$ cat config.mk
export PLATFORM = sky130hd
export DESIGN_NAME = cpu6_arb_muxnds
export DESIGN_NICKNAME = d
export VERILOG_FILES = /design/src/rtl/cpu6_arb_muxnds_pkg.sv /design/src/rtl/cpu6_arb_muxnds_pick.sv /design/src/rtl/cpu6_arb_muxnds.sv
export SDC_FILE = /design/constraint.sdc
export NUM_CORES = 1
export LEC_CHECK = 0
export ABC_AREA = 1
export CORE_MARGIN = 1.5
export CORE_UTILIZATION = 43
export CTS_CLUSTER_DIAMETER = 60
export DETAILED_ROUTE_END_ITERATION = 7
export PLACE_DENSITY = 0.89
export SLEW_MARGIN = 25
export SYNTH_ARGS = -nofsm -noshare
export SYNTH_HDL_FRONTEND = slang
export SYNTH_SLANG_ARGS = --single-unit
$ cat constraint.sdc
create_clock -name clk -period 7.5 [get_ports clk]
set_clock_uncertainty 0.15 [all_clocks]
set_input_delay 1.5 -clock clk [delete_from_list [all_inputs] [get_ports clk]]
set_output_delay 1.5 -clock clk [all_outputs]
set_load 0.03 [all_outputs]
$ cat src/rtl/cpu6_arb_muxnds_pkg.sv
// Shared types and helpers for the cpu6 N:1 arbitrated datapath mux.
// The lock FSM state encoding lives here so the top and the bench agree on it.
package cpu6_arb_muxnds_pkg;

  // Lock FSM states: IDLE re-arbitrates every beat, LOCK pins the grant to one channel.
  typedef enum logic {
    ST_IDLE = 1'b0,
    ST_LOCK = 1'b1
  } arb_state_e;

  // Round-robin successor of a granted index, wrapping at num-1 -> 0.
  function automatic int rr_next(input int idx, input int num);
    return (idx == num - 1) ? 0 : idx + 1;
  endfunction

endpackage

$ cat src/rtl/cpu6_arb_muxnds_pick.sv
// cpu6_rr_pick: combinational round-robin picker.
// Finds the first request at index >= ptr, searching upward and wrapping modulo NUM.
// Produces a one-hot grant, its binary index and an any-request flag.
module cpu6_rr_pick #(
  parameter int NUM  = 5,
  parameter int SRCW = 3
) (
  input  logic [NUM-1:0]  i_req,
  input  logic [SRCW-1:0] i_ptr,
  output logic [NUM-1:0]  o_grant,
  output logic [SRCW-1:0] o_gidx,
  output logic            o_any
);

  // Rotating priority search starting at the pointer; first hit wins.
  always_comb begin
    logic            w_found;
    logic [SRCW-1:0] w_idx;
    int              j;
    o_grant = '0;
    o_gidx  = '0;
    o_any   = |i_req;
    w_found = 1'b0;
    w_idx   = '0;
    j       = 0;
    for (int k = 0; k < NUM; k++) begin
      j = int'(i_ptr) + k;
      if (j >= NUM) j = j - NUM;
      w_idx = SRCW'(j);
      if (!w_found && i_req[w_idx]) begin
        w_found        = 1'b1;
        o_grant[w_idx] = 1'b1;
        o_gidx         = w_idx;
      end
    end
  end

endmodule

$ cat src/rtl/cpu6_arb_muxnds.sv
// cpu6_arb_muxnds: parametrised N:1 datapath mux with active-low channel masks,
// round-robin arbitration, a registered valid/ready output stage and an optional
// packet lock enabled by defining CPU6_ARB_LOCK_EN.
//
// Handshake: a beat moves from channel i when in_valid[i] & in_ready[i] at posedge;
// the held beat moves to the consumer when out_valid & out_ready at posedge.
// in_ready never depends on out_valid falling first: a drain and a load share a cycle.
module cpu6_arb_muxnds
  import cpu6_arb_muxnds_pkg::*;
#(
  parameter int WIDTH = 32,
  parameter int NUM   = 5,
  parameter int SRCW  = 3
) (
  input  logic                 clk,
  input  logic                 resetn,
  input  logic [NUM-1:0]       sel_l,
  input  logic [NUM-1:0]       in_valid,
  input  logic [NUM*WIDTH-1:0] in_data,
  input  logic [NUM-1:0]       in_lock,
  output logic [NUM-1:0]       in_ready,
  output logic                 out_valid,
  output logic [WIDTH-1:0]     out_data,
  output logic [SRCW-1:0]      out_src,
  input  logic                 out_ready,
  output logic                 o_dbg_state
);

  logic [SRCW-1:0]  r_ptr;
  logic             r_out_valid;
  logic [WIDTH-1:0] r_out_data;
  logic [SRCW-1:0]  r_out_src;

  logic [NUM-1:0]   w_req;
  logic [NUM-1:0]   w_grant;
  logic [SRCW-1:0]  w_gidx;
  logic             w_any;
  logic             w_load;
  logic [WIDTH-1:0] w_mux_data;

`ifdef CPU6_ARB_LOCK_EN
  arb_state_e       r_state;
  logic [SRCW-1:0]  r_lock_idx;
  logic [NUM-1:0]   w_lock_mask;

  // While locked only the owning channel may request, regardless of its mask.
  always_comb begin
    w_lock_mask             = '0;
    w_lock_mask[r_lock_idx] = 1'b1;
    if (r_state == ST_LOCK) w_req = in_valid & w_lock_mask;
    else                    w_req = in_valid & ~sel_l;
  end

  assign o_dbg_state = r_state;
`else
  // Without the lock feature every beat re-arbitrates among unmasked channels.
  always_comb begin
    w_req = in_valid & ~sel_l;
  end

  logic w_unused_lock;
  assign w_unused_lock = ^in_lock;
  assign o_dbg_state   = ST_IDLE;
`endif

  cpu6_rr_pick #(
    .NUM  (NUM),
    .SRCW (SRCW)
  ) u_pick (
    .i_req   (w_req),
    .i_ptr   (r_ptr),
    .o_grant (w_grant),
    .o_gidx  (w_gidx),
    .o_any   (w_any)
  );

  // Load when something is requested and the output register is free or draining now.
  assign w_load   = w_any & (~r_out_valid | out_ready) & resetn;
  assign in_ready = w_grant & {NUM{w_load}};

  // AND-OR data mux on the one-hot grant.
  always_comb begin
    w_mux_data = '0;
    for (int i = 0; i < NUM; i++) begin
      w_mux_data = w_mux_data | (in_data[i*WIDTH +: WIDTH] & {WIDTH{w_grant[i]}});
    end
  end

  // Output register, round-robin pointer and lock FSM.
  always_ff @(posedge clk or negedge resetn) begin
    if (!resetn) begin
      r_out_valid <= 1'b0;
      r_out_data  <= '0;
      r_out_src   <= '0;
      r_ptr       <= '0;
`ifdef CPU6_ARB_LOCK_EN
      r_state     <= ST_IDLE;
      r_lock_idx  <= '0;
`endif
    end else begin
      if (w_load) begin
        r_out_valid <= 1'b1;
        r_out_data  <= w_mux_data;
        r_out_src   <= w_gidx;
`ifdef CPU6_ARB_LOCK_EN
        if (in_lock[w_gidx]) begin
          // Mid-packet beat: hold the pointer so the packet owner keeps priority.
          r_state    <= ST_LOCK;
          r_lock_idx <= w_gidx;
        end else begin
          r_state    <= ST_IDLE;
          r_ptr      <= SRCW'(rr_next(int'(w_gidx), NUM));
        end
`else
        r_ptr       <= SRCW'(rr_next(int'(w_gidx), NUM));
`endif
      end else if (r_out_valid && out_ready) begin
        r_out_valid <= 1'b0;
      end
    end
  end

  assign out_valid = r_out_valid;
  assign out_data  = r_out_data;
  assign out_src   = r_out_src;

endmodule

==> flow_metrics.py <==
metrics = {
    "synth": {
        "synthArstFlopShare": 1.00,
        "avgSynthCellArea_um2": 5.95,
        "synth.distinct_cells": 34,
        "synthFlopType": "dfrtp_1",
        "synth_warnings": 0,
        "yosysMostFrequentCell": "nand2_1",
        "yosysTopAreaCell": "nand2_1",
        "synth_top_area_frac": 0.257,
        "synth_nets": 849,
        "yosys-top-cells-count": "nand2_1 (268), nor2_1 (90), a21oi_1 (68)",
        "synthTopCellsByArea": "nand2_1 (26%), dfrtp_1 (25%), a21oi_1 (8.7%)",
        "synth_edf_count": 0,
        "synth_area_um2": 3920,
        "synth_seq_area_share": 0.249,
        "postSynthCellCount": 659,
        "ys_ff_latch": 39,
    },
    "cts": {
        "postCtsSetupRepairBufs": 0,
        "clk_latency_ps": 290,
        "cts_root_buf": "clkbuf_8",
        "numCtsBuffers": 5,
        "cts_tree": "yes",
        "hold_buffers": 0,
        "clkTransAtPathRegs_ps": 70,
        "postCtsResizedCells": 0,
        "clock_sinks": 39,
        "htreeDepth": 2,
        "cts_max_path_buffers": 2,
    },
    "sta": {
        "whs_ps": 335,
        "hold_violations": 0,
        "period_share": 0.870,
        "post-route-min-period_ps": 6530,
        "tightest_slew_ps": 692,
        "setup_viol_count_final": 0,
        "fin_setup_tns_ps": 0,
        "rsz0062_at_grt": "false",
        "fmax_mhz": 153,
        "slew_violations": 0,
        "relSlewSlack": 0.537,
    },
    "run_status": {
        "status": "finished, final reports clean",
    },
    "critical_path": {
        "start_kind": "input port",
        "cp_top_family": "simple AND/OR/NAND/NOR gates",
        "crit_path_max_incr_delay_ps": 580,
        "cp_slowest_cell": "clkdlybuf4s50_1",
        "path_cells": "clkdlybuf4s50_1 > inv_1 > nor2_1 > nand3_1 > nand2_1 > nand2_1 > nor2b_1 > nor2_4 > nand2_1 > nor2_1 > nor2_1 > nand3_4 > nand2_1 > inv_1 > clkdlybuf4s50_1",
        "end_kind": "primary output",
        "cp_num_buf_inv": 4,
        "cp_common_cell": "nand2_1",
        "worstPathArrival_ps": 4880,
        "required_ps": 5850,
        "path_class": "input port to primary output",
        "critPathMaxFanout": 36,
    },
    "global_route": {
        "grt_util_all_layers": 0.298,
        "overflow": 0,
        "antenna_found_initial": 0,
        "grt_pass1_wl_um": 23300,
        "grt_pass1_vias": 4883,
        "grt_max_degree": 41,
    },
    "floorplan": {
        "start_util": 0.447,
        "io_pins": 220,
        "die_area_um2": 9700,
        "fp.dieW_um": 98.5,
        "core_area_um2": 8760,
        "num_rows": 34,
        "die_y_um": 98.5,
    },
    "placed_design": {
        "portBuffers": 213,
        "hpwl_um": 11600,
        "place_congestion": 0.977,
    },
    "routing": {
        "wl_per_cell_um": 15.2,
        "drt-total-wl_um": 14700,
        "drc": 0,
        "drtPass1Iterations": 5,
        "vias": 4998,
        "vias_per_cell": 5.18,
        "drt_iter0_drc": 257,
        "antenna_left": 0,
    },
    "cells_and_area": {
        "nets": 1046,
        "synthToLayoutAreaGrowth_pct": 54.8,
        "n_antenna_cell": 0,
        "drive_gt1_frac": 0.0537,
    },
    "run": {
        "max_cap_viol_count": 0,
    },
    "min_path": {
        "hp-class": "flop to flop",
    },
}
[layer usage]
| layer | up-vias | part of all wire | track usage |
|---|---|---|---|
| met5 | - | 0 | 0 |
| met4 | 0 | 0.032 | 0.102 |
| met3 | 30 | 0.086 | 0.0681 |
| met2 | 226 | 0.49 | 0.533 |
| met1 | 2257 | 0.39 | 0.350 |
| li1 | 2485 | - | - |
[kinds of logic (layout without fill, tap and decap cells)]
group                    after synthesis  in the layout  synth area share
AO/OA/AOI/OAI                         92             92             0.124
XOR/XNOR                               2              2           0.00447
adder cells (fa/ha/maj)               12             12            0.0402
buffers and inverters                 76            274             0.105
flip-flops                            39             39             0.249
other                                  1              1          0.000956
AND/OR/NAND/NOR                      437            437             0.476
[cell usage in the layout, fill, tap and decap left out, types with 3 or more instances in the layout]
master           instances
clkdlybuf4s50_1        212
dfrtp_1                 39
o21ai_1                  3
nor2_1                  90
buf_4                    5
nor3_1                   5
nand2_1                268
ha_1                    11
clkbuf_8                 5
nor2_2                   4
inv_2                    5
inv_1                   44
nand2_2                 12
o211ai_1                 3
nand3_1                 28
nand4_1                 14
nand3_2                  7
o21ai_0                 12
a21oi_1                 68
[area by class of cell]
cell class                 count  area (um^2)
multi-input combinational    544         2530
fill                         770         2690
timing repair buffer         217         2160
tap                          108          135
sequential                    39          976
inverter                      49          184
clock inverter                 1         5.00
clock buffer                   7         76.3
[state kept, by name (all words and copies together), names as in the netlist]
register   count
out_data      32
out_valid      1
r_ptr          3
out_src        3
[path summary, 6_finish.rpt]
kind | startpoint | slack, ps | to | depth (start not counted)
max | in_valid[4] | 970 | in_ready[4] | 15
min | out_src[2] | 330 | out_src[2] | 2
max reg2reg | r_ptr[0] | 3260 | out_data[1] | 20
min reg2reg | out_src[2] | 330 | out_src[2] | 2
max in group asynchronous | resetn | 5800 | out_data[11] | 1
min in group asynchronous | resetn | 1020 | out_data[21] | 1
[stage by stage]
step                setup slack [ps]  instance area [um^2]   util  cells
finish                           973                  6070  0.693    965
global placement                1040                  5990  0.683    957
floorplan                       2650                  3920      -    659
CTS                              957                  6070  0.692    965
detailed placement               951                  5990  0.683    957
global route                     590                  6070  0.693    965
[tightest hold or removal path, delay by kind of cell (launching register included)]
kind	cells	cell delay (ps)
and+or+nand+nor	2	110
DFF	1	350
Power is not shown: default switching activity piles up to over one toggle a cycle in this logic, so the estimate is an artifact.
